**config.mk**
```make
export PLATFORM = sky130hd
export DESIGN_NAME = fc_class_reader
export DESIGN_NICKNAME = d
export VERILOG_FILES = /design/src/rtl/fc_pkg.sv /design/src/rtl/fc_class_reader.sv
export SDC_FILE = /design/constraint.sdc
export NUM_CORES = 1
export LEC_CHECK = 0
export BUFFER_PORTS_ARGS = -buffer_cell sky130_fd_sc_hd__buf_4
export CAP_MARGIN = 20
export CORE_UTILIZATION = 23
export CTS_BUF_LIST = sky130_fd_sc_hd__clkbuf_2 sky130_fd_sc_hd__clkbuf_4 sky130_fd_sc_hd__clkbuf_8
export CTS_CLUSTER_SIZE = 16
export DETAILED_ROUTE_END_ITERATION = 10
export HOLD_SLACK_MARGIN = 0.1
export SLEW_MARGIN = 20
export SYNTH_ARGS = -nofsm -noshare
export SYNTH_HDL_FRONTEND = slang
export SYNTH_SLANG_ARGS = --single-unit
```
**constraint.sdc**
```tcl
create_clock -name clk -period 6.3 [get_ports clk]
set_input_delay 1.89 -clock clk [delete_from_list [all_inputs] [get_ports clk]]
set_output_delay 1.89 -clock clk [all_outputs]
set_load 0.005 [all_outputs]
```
**src/rtl/fc_pkg.sv**
```systemverilog
// Shared definitions for the fully connected layer and its class read-out stage.
package fc_pkg;
    localparam int N_OUT  = 10;
    localparam int DATA_W = 16;
    localparam int IDX_W  = 4;

    typedef enum logic [1:0] {
        IDLE = 2'd0,
        SCAN = 2'd1,
        DONE = 2'd2
    } state_e;

    typedef logic signed [DATA_W-1:0] neuron_t;
endpackage

```
**src/rtl/fc_class_reader.sv**
```systemverilog
// Snapshots the FC layer outputs on start, scans them one per clock for the
// largest signed value and offers index/score on a valid/ready handshake.
module fc_class_reader
    import fc_pkg::*;
#(
    parameter int N_OUT  = fc_pkg::N_OUT,
    parameter int DATA_W = fc_pkg::DATA_W,
    parameter int IDX_W  = fc_pkg::IDX_W
) (
    input  logic                     clk,
    input  logic                     rst,
    input  logic [N_OUT*DATA_W-1:0]  in_data,
    input  logic                     start,
    output logic                     busy,
    output logic                     out_valid,
    input  logic                     out_ready,
    output logic [IDX_W-1:0]         class_idx,
    output logic signed [DATA_W-1:0] class_score,
    output logic                     no_detect
);

    localparam logic [IDX_W-1:0] LAST_IDX = IDX_W'(N_OUT - 1);
    localparam logic [IDX_W-1:0] ONE_IDX  = IDX_W'(1);

    state_e state_q, state_d;

    logic signed [DATA_W-1:0] snap_q [N_OUT];
    logic signed [DATA_W-1:0] snap_d [N_OUT];
    logic signed [DATA_W-1:0] max_q, max_d;
    logic [IDX_W-1:0]         idx_q, idx_d;
    logic [IDX_W-1:0]         cnt_q, cnt_d;

    logic                     busy_q, busy_d;
    logic                     out_valid_q, out_valid_d;
    logic [IDX_W-1:0]         class_idx_q, class_idx_d;
    logic signed [DATA_W-1:0] class_score_q, class_score_d;
    logic                     no_detect_q, no_detect_d;

    logic signed [DATA_W-1:0] cand_s;
    logic signed [DATA_W-1:0] upd_max_s;
    logic [IDX_W-1:0]         upd_idx_s;
    logic                     last_s;

    // Strict greater-than keeps the earliest index on ties.
    assign cand_s    = snap_q[cnt_q];
    assign upd_max_s = (cand_s > max_q) ? cand_s : max_q;
    assign upd_idx_s = (cand_s > max_q) ? cnt_q : idx_q;
    assign last_s    = (cnt_q == LAST_IDX);

    // State and result registers with synchronous reset.
    always_ff @(posedge clk) begin
        if (rst) begin
            state_q       <= IDLE;
            max_q         <= '0;
            idx_q         <= '0;
            cnt_q         <= '0;
            busy_q        <= 1'b0;
            out_valid_q   <= 1'b0;
            class_idx_q   <= '0;
            class_score_q <= '0;
            no_detect_q   <= 1'b0;
        end else begin
            state_q       <= state_d;
            max_q         <= max_d;
            idx_q         <= idx_d;
            cnt_q         <= cnt_d;
            busy_q        <= busy_d;
            out_valid_q   <= out_valid_d;
            class_idx_q   <= class_idx_d;
            class_score_q <= class_score_d;
            no_detect_q   <= no_detect_d;
        end
    end

    // Snapshot storage; contents are only meaningful after a capture.
    always_ff @(posedge clk) begin
        snap_q <= snap_d;
    end

    // Next-state logic.
    always_comb begin
        state_d = state_q;
        case (state_q)
            IDLE: begin
                if (start) state_d = SCAN;
                else       state_d = IDLE;
            end
            SCAN: begin
                if (last_s) state_d = DONE;
                else        state_d = SCAN;
            end
            DONE: begin
                if (out_ready) state_d = IDLE;
                else           state_d = DONE;
            end
            default: state_d = IDLE;
        endcase
    end

    // Capture and running-maximum datapath.
    always_comb begin
        snap_d = snap_q;
        max_d  = max_q;
        idx_d  = idx_q;
        cnt_d  = cnt_q;
        case (state_q)
            IDLE: begin
                if (start) begin
                    for (int i = 0; i < N_OUT; i++) begin
                        snap_d[i] = in_data[i*DATA_W +: DATA_W];
                    end
                    max_d = in_data[DATA_W-1:0];
                    idx_d = '0;
                    cnt_d = ONE_IDX;
                end else begin
                    cnt_d = cnt_q;
                end
            end
            SCAN: begin
                max_d = upd_max_s;
                idx_d = upd_idx_s;
                cnt_d = cnt_q + ONE_IDX;
            end
            default: begin
                cnt_d = cnt_q;
            end
        endcase
    end

    // Output register next values; result fields hold until the next scan.
    always_comb begin
        busy_d        = busy_q;
        out_valid_d   = out_valid_q;
        class_idx_d   = class_idx_q;
        class_score_d = class_score_q;
        no_detect_d   = no_detect_q;
        case (state_q)
            IDLE: begin
                busy_d      = start;
                out_valid_d = 1'b0;
            end
            SCAN: begin
                busy_d = 1'b1;
                if (last_s) begin
                    out_valid_d   = 1'b1;
                    class_idx_d   = upd_idx_s;
                    class_score_d = upd_max_s;
                    no_detect_d   = (upd_max_s[DATA_W-1] == 1'b1) ||
                                    (upd_max_s == {DATA_W{1'b0}});
                end else begin
                    out_valid_d = 1'b0;
                end
            end
            DONE: begin
                if (out_ready) begin
                    busy_d      = 1'b0;
                    out_valid_d = 1'b0;
                end else begin
                    busy_d      = 1'b1;
                    out_valid_d = 1'b1;
                end
            end
            default: begin
                busy_d      = 1'b0;
                out_valid_d = 1'b0;
            end
        endcase
    end

    assign busy        = busy_q;
    assign out_valid   = out_valid_q;
    assign class_idx   = class_idx_q;
    assign class_score = class_score_q;
    assign no_detect   = no_detect_q;

endmodule
```
==> results_dict.tcl, run 1 <==
set metrics [dict create \
    ys_seq_area_share_pct 66.93 \
    cp_top_family "compound AO/OA/AOI/OAI gates" \
    holdWs_ps 471.8 \
    wire_per_inst_um 19.24 \
    p_switching_uw 849.2 \
    cts_hold_buffers 0 \
    critPathRequiredTime_ps 6730 \
    post_dp_cell_area_mm2 0.01055 \
    finalWeightedCongestion 0.8178 \
    power_density_mw_per_mm2 296.6 \
    antenna_found_initial 0 \
    rsz0062_at_grt "no" \
    diodes 0 \
    clk_path_buf_depth 3 \
    cts_setup_buffers 0 \
    grt_overflow_total 0 \
    rr_worst_depth 12 \
    slew_headroom_pct 30.98 \
    portBuffers 186 \
    slew_violations 0 \
    clkTransAtPathRegs_ps 60 \
    cap_violations 0 \
    vias 5674 \
    final_area_mm2 0.01132 \
    cp-end-kind "flip-flop" \
    core_area_mm2 0.03679 \
    swShare_pct 25.30 \
    combinationalPowerShare_pct 12.4 \
    drt_iter0_markers 218 \
    worstMarginPinSlew_ps 1035 \
    firstDrtPassIters 5 \
    ioPinCount 187 \
    min-delay-path-class "flip-flop to flip-flop" \
    setup_viol 0 \
    hpwl_mm 16.95 \
    final.setup.worst_slack_ps 1373 \
    hold_start "class_score[15]" \
    area.sequential_mm2 0.005791 \
    die-area_mm2 0.03837 \
    synth_area_per_cell_um2 15.01 \
    status "finished, final reports clean" \
    intPower_mw 2.508 \
    skew_ps 22.26 \
    area_growth_pct 30.93 \
    synth_ff_type "edfxtp_1" \
    min_to "class_score[15]" \
    synthCells 576 \
    ys_ff_latch 209 \
    max_freq_mhz 203.0 \
    synth_warnings 0 \
    hold_path_depth 2 \
    grt_pass1_wl_mm 35.97 \
    worstPathArrival_ps 5360 \
    syn-cell-area_mm2 0.008645 \
    fin_nets 962 \
    die_w_um 195.9 \
    clkPwrFrac_pct 39.2 \
    synth_fp_nets 762 \
    slowest_delay_ps 890 \
    synth.distinct_cells 44 \
    fin_crit_sh_pct 78.20 \
    dieHeight_um 195.9 \
    pre_cts_slack_ps 1364 \
    min_period_ps 4927 \
    setup_tns_ps 0 \
    critPathLaunchType "flip-flop" \
    num-fill-cells 3667 \
    slowest_stage "a31oi_4" \
    rr_endpoint "idx_q[1]" \
    grt_usage_pct 12.84 \
    seqPwrFrac_pct 48.4 \
    crit_buf_inv 1 \
    cts_tree "yes" \
    path_max_fanout 37 \
    cts_sinks 209 \
    grt_pass1_vias 5726 \
    initial_utilization_pct 23.50 \
    p_total_mw 3.357 \
    cts_resized 0 \
    drc_errors 0 \
    worstSkewPairLatency_ps 570 \
    leakage_nw 4.242 \
    multi_input_area_mm2 0.002644 \
    layout-drive-gt1-share_pct 36.82 \
    cp_cell_sequence "buf_4 -> mux4_2 -> nand2_1 -> o211ai_1 -> ha_1 -> nand3_1 -> nor4_1 -> o21ai_0 -> a31oi_4 -> o21ai_0 -> a22oi_1 -> nor2_1" \
    ir_worst_vdd_mv 0.1378 \
    ant_nets 0 \
    grt_max_degree 63 \
    crit_type "flip-flop to flip-flop" \
    vias_per_cell 4.461 \
    routed_wl_mm 24.48 \
    cts-root-buf "clkbuf_8" \
    async_flop_share_pct 0 \
    synth_edf_count 160 \
    cpMostUsedCell "o21ai_0" \
    numCtsBuffers 39 \
    reg2reg_from "cnt_q[0]" \
    hold_violations 0 \
    ff2ff_setup_slack_ps 1370 \
    ctsHtreeMaxLevel 2 \
    rows 70 \
]
[placed cells by master (no fill, tap or decap), types with 7 or more instances in the layout]
| cell type | instances |
|---|---|
| buf_4 | 194 |
| edfxtp_1 | 160 |
| mux2i_1 | 50 |
| dfxtp_1 | 47 |
| clkbuf_8 | 43 |
| o22ai_1 | 29 |
| nand2_1 | 23 |
| ha_1 | 22 |
| inv_1 | 21 |
| mux4_2 | 20 |
| o21ai_0 | 20 |
| a211oi_1 | 20 |
| nor2b_1 | 19 |
| nor2_1 | 18 |
| mux2_2 | 13 |
| a221o_1 | 11 |
| clkbuf_4 | 10 |
| clkinv_1 | 10 |
| a21oi_1 | 8 |
| a22oi_1 | 7 |
| nor3_1 | 7 |
[worst reg2reg max path, delay by kind of cell (launching register included)]
family / cells / cell delay, ps
AO/OA/AOI/OAI: 5 / 2020
flip-flops: 1 / 830
AND/OR/NAND/NOR: 4 / 660
multiplexers: 1 / 530
adder cells (fa/ha/maj): 1 / 380
buffers and inverters: 1 / 370
[kinds of logic (layout without fill, tap and decap cells)]
logic type / after synthesis / in the layout / synth area share, %
flops: 209 / 209 / 66.93
compound gates: 105 / 105 / 8.250
simple gates: 100 / 100 / 6.007
mux: 83 / 83 / 12.69
buf+inv: 56 / 284 / 2.837
fa+ha+maj: 22 / 22 / 3.184
xor+xnor: 1 / 1 / 0.1013
[Yosys cell counts (all sizes together), types with 8 or more instances]
cell,count,share of area (%)
mux2,13,1.7
o21ai,22,1.3
mux2i,50,5.8
a211oi,21,1.9
buf,15,1.1
o22ai,29,2.1
edfxtp,160,56
nand2,23,1.0
inv,21,0.91
nor2b,19,1.4
a21oi,8,0.46
clkbuf,20,0.87
nor2,19,0.83
mux4,20,5.2
ha,22,3.2
a221o,11,1.3
dfxtp,49,11
[state kept, by name (all words and copies together) (netlist names)]
name / cells
no_detect: 1
idx_q: 4
busy: 1
class_idx: 4
snap_q: 160
state_q: 2
out_valid: 1
cnt_q: 4
class_score: 16
max_q: 16
[per-stage QoR]
step / util [%] / instances
6_report: 30.77 / 1272
4_1_cts: 30.76 / 1272
5_1_grt: 30.77 / 1272
3_5_place_dp: 28.68 / 1203
3_3_place_gp: 28.68 / 1203
2_1_floorplan: - / 576
[power by group through the flow]
stage	Clock [mW]	Sequential [mW]	Combinational, mW
global route	1.43	1.63	0.454
CTS	1.37	1.63	0.422
finish	1.32	1.63	0.416
floorplan	0	1.63	0.263
detailed placement	0	1.66	0.419
global placement	0	1.65	0.416
[cell type report]
class | instances | area share [%]
Clock inverter | 16 | 0.8512
Multi-Input combinational cell | 311 | 23.36
Tap cell | 468 | 5.174
Sequential cell | 209 | 51.16
Timing Repair Buffer | 194 | 12.87
Clock buffer | 53 | 5.892
Inverter | 21 | 0.6964
[routing by layer]
| metal | vias up | GRT usage (%) | wire length (um) |
|---|---|---|---|
| met5 | - | 0 | 0 |
| met4 | 0 | 5.469 | 692 |
| met3 | 46 | 3.644 | 1641 |
| met2 | 205 | 19.61 | 11120 |
| met1 | 2759 | 16.98 | 11030 |
| li1 | 2664 | - | - |
[worst max path at each step]
stage                end  cells after the start  slack (ps)     start
2_1_floorplan  max_q[10]                      6        1530     start
3_3_place_gp    idx_q[0]                     12        1490  cnt_q[0]
3_5_place_dp    idx_q[1]                     12        1360  cnt_q[0]
4_1_cts         idx_q[1]                     12        1330  cnt_q[0]
5_1_grt         idx_q[1]                     12        1000  cnt_q[0]
6_report        idx_q[1]                     12        1370  cnt_q[0]
No activity file was read; power rests on OpenSTA's default activity.
==> run 2: changes to the inputs <==
==> constraint.sdc (replaced) <==
create_clock -name clk -period 5.1 [get_ports clk]
set_input_delay 1.53 -clock clk [delete_from_list [all_inputs] [get_ports clk]]
set_output_delay 1.53 -clock clk [all_outputs]
set_load 0.005 [all_outputs]
==> run 2 against run 1 <==
Against the previous run:
- via count decreased by 0.69%
- clock-buffer cell count unchanged
- cell area increased by 0.35%
- die area unchanged
- clock skew increased by 3.8 ps
- register-to-register slack got worse by 980 ps
- sequential power increased by 23%
- fmax increased by 4.6%
- first-iteration DRC count increased by 2.3%
- critical path type unchanged
- highest routed layer unchanged
==> results_dict.tcl, run 2 (same netlist as run 1, synthesis figures left out) <==
set metrics [dict create \
    swShare_pct 25.28 \
    ff2ff_setup_slack_ps 390 \
    finalWeightedCongestion 0.8138 \
    slowest_delay_ps 800 \
    min-delay-path-class "flip-flop to flip-flop" \
    slowest_stage "nand3b_1" \
    core_area_mm2 0.03679 \
    routed_wl_mm 24.63 \
    ir_worst_vdd_mv 0.1907 \
    dieHeight_um 195.9 \
    slew_violations 0 \
    clk_path_buf_depth 3 \
    grt_usage_pct 12.85 \
    cp_cell_sequence "nand3b_1 -> o22ai_1 -> a221o_1 -> ha_1 -> nand4_1 -> nor4_1 -> o21ai_0 -> a31oi_4 -> buf_12 -> mux2i_1 -> o21ai_0 -> nor2b_1" \
    numCtsBuffers 39 \
    initial_utilization_pct 23.50 \
    vias 5635 \
    clkPwrFrac_pct 38.7 \
    setup_viol 0 \
    mostFrequentLayoutCells "189 x buf_4, 160 x edfxtp_1, 50 x mux2i_1" \
    largest_reg_flops 160 \
    wire_per_inst_um 19.38 \
    cts-root-buf "clkbuf_8" \
    hpwl_mm 16.83 \
    cap_violations 0 \
    intPower_mw 3.090 \
    seqPwrFrac_pct 48.5 \
    cp_top_family "compound AO/OA/AOI/OAI gates" \
    rsz0062_at_grt "no" \
    critPathLaunchType "flip-flop" \
    setup_tns_ps 0 \
    p_switching_mw 1.045 \
    power_density_mw_per_mm2 364.1 \
    slew_headroom_pct 37.14 \
    worstSkewPairLatency_ps 580 \
    crit_buf_inv 1 \
    grt_max_degree 140 \
    status "finished, final reports clean" \
    crit_type "flip-flop to flip-flop" \
    cts_tree "yes" \
    leakage_nw 4.255 \
    path_max_fanout 13 \
    cts_resized 0 \
    skew_ps 26.08 \
    combinationalPowerShare_pct 12.8 \
    critPathRequiredTime_ps 5550 \
    max_freq_mhz 212.3 \
    cts_hold_buffers 0 \
    rows 70 \
    grt_overflow_total 0 \
    final_area_mm2 0.01136 \
    final_common_cell "buf_4" \
    die_w_um 195.9 \
    drc_errors 0 \
    hold_violations 0 \
    min_to "class_score[15]" \
    worstMarginPinSlew_ps 940.0 \
    firstDrtPassIters 4 \
    portBuffers 186 \
    hold_start "class_score[15]" \
    area_growth_pct 31.39 \
    post_dp_cell_area_mm2 0.01059 \
    rr_endpoint "class_score[12]" \
    cts_sinks 209 \
    min_period_ps 4710 \
    rr_worst_depth 12 \
    ioPinCount 187 \
    fin_crit_sh_pct 92.35 \
    grt_pass1_wl_mm 36.00 \
    reg2reg_from "cnt_q[2]" \
    cp-end-kind "flip-flop" \
    ant_nets 0 \
    antenna_found_initial 0 \
    grt_pass1_vias 5826 \
    ctsHtreeMaxLevel 2 \
    layout-drive-gt1-share_pct 37.24 \
    fin_nets 962 \
    clkTransAtPathRegs_ps 60 \
    top_register "snap_q" \
    diodes 0 \
    cts_setup_buffers 0 \
    drt_iter0_markers 223 \
    die-area_mm2 0.03837 \
    hold_path_depth 2 \
    vias_per_cell 4.434 \
    cpMostUsedCell "o21ai_0" \
    worstPathArrival_ps 5160 \
]
-- run 2: cell count changes in the layout (fill, tap and decap cells not counted) --
cell / previous run / this run
inv_8: 0 / 1
buf_4: 194 / 189
clkinv_2: 4 / 6
clkinv_4: 1 / 0
buf_6: 0 / 1
clkbuf_8: 43 / 40
clkinvlp_4: 0 / 1
clkinv_1: 10 / 6
buf_12: 0 / 4
clkbuf_4: 10 / 13
-- run 2: worst register-to-register path: cells and delay by family (launching register included) --
kind | cells | cell delay [ps]
and+or+nand+nor | 4 | 1420
DFF | 1 | 730
muxes | 1 | 240
adders and majority gates | 1 | 200
AOI/OAI and AO/OA | 5 | 1750
buffers and inverters | 1 | 240
-- run 2: stage by stage --
stage	hold WS (ps)	utilization (%)	power, mW	setup slack (ps)	std cells
after floorplan	452.7	-	2.342	690.8	576
after global placement	485.7	28.80	2.560	504.1	1202
after detailed placement	484.0	28.80	2.571	353.7	1202
after CTS	492.1	30.83	4.213	312.8	1270
after global routing	516.8	30.88	4.328	5.675	1271
final	475.7	30.88	4.136	390.0	1271
-- run 2: cell type report --
class / count / area [um2]
clock buffers: 53 / 648.1
multi-input cells: 311 / 2644
clock inverters: 15 / 101.3
well taps: 468 / 585.6
inverters: 21 / 78.83
repair buffers: 194 / 1510
fillers: 3647 / 25430
flip-flops and latches: 209 / 5791
-- run 2: how the worst max path moves through the flow --
stage,from,endpoint,slack [ps],cells after the start
finish,cnt_q[2],class_score[12],390,12
global route,cnt_q[2],class_score[11],6,12
CTS,cnt_q[2],class_score[12],310,12
detailed placement,cnt_q[2],class_score[12],350,12
global placement,cnt_q[2],class_score[9],500,12
floorplan,start,max_q[10],690,6
-- run 2: per-layer routing --
metal	vias up	GRT usage [%]	share of wire, %
li1	2664	-	-
met1	2714	16.83	45
met2	212	19.52	45
met3	45	3.988	7.2
met4	0	5.498	2.8
met5	-	0	0
-- run 2: power groups by stage --
stage / Sequential [mW] / Combinational [mW] / Clock [mW]
after floorplan: 2.02 / 0.325 / 0
after CTS: 2.01 / 0.532 / 1.67
after global routing: 2.02 / 0.575 / 1.74
final: 2.01 / 0.528 / 1.60
after detailed placement: 2.04 / 0.530 / 0
after global placement: 2.04 / 0.522 / 0
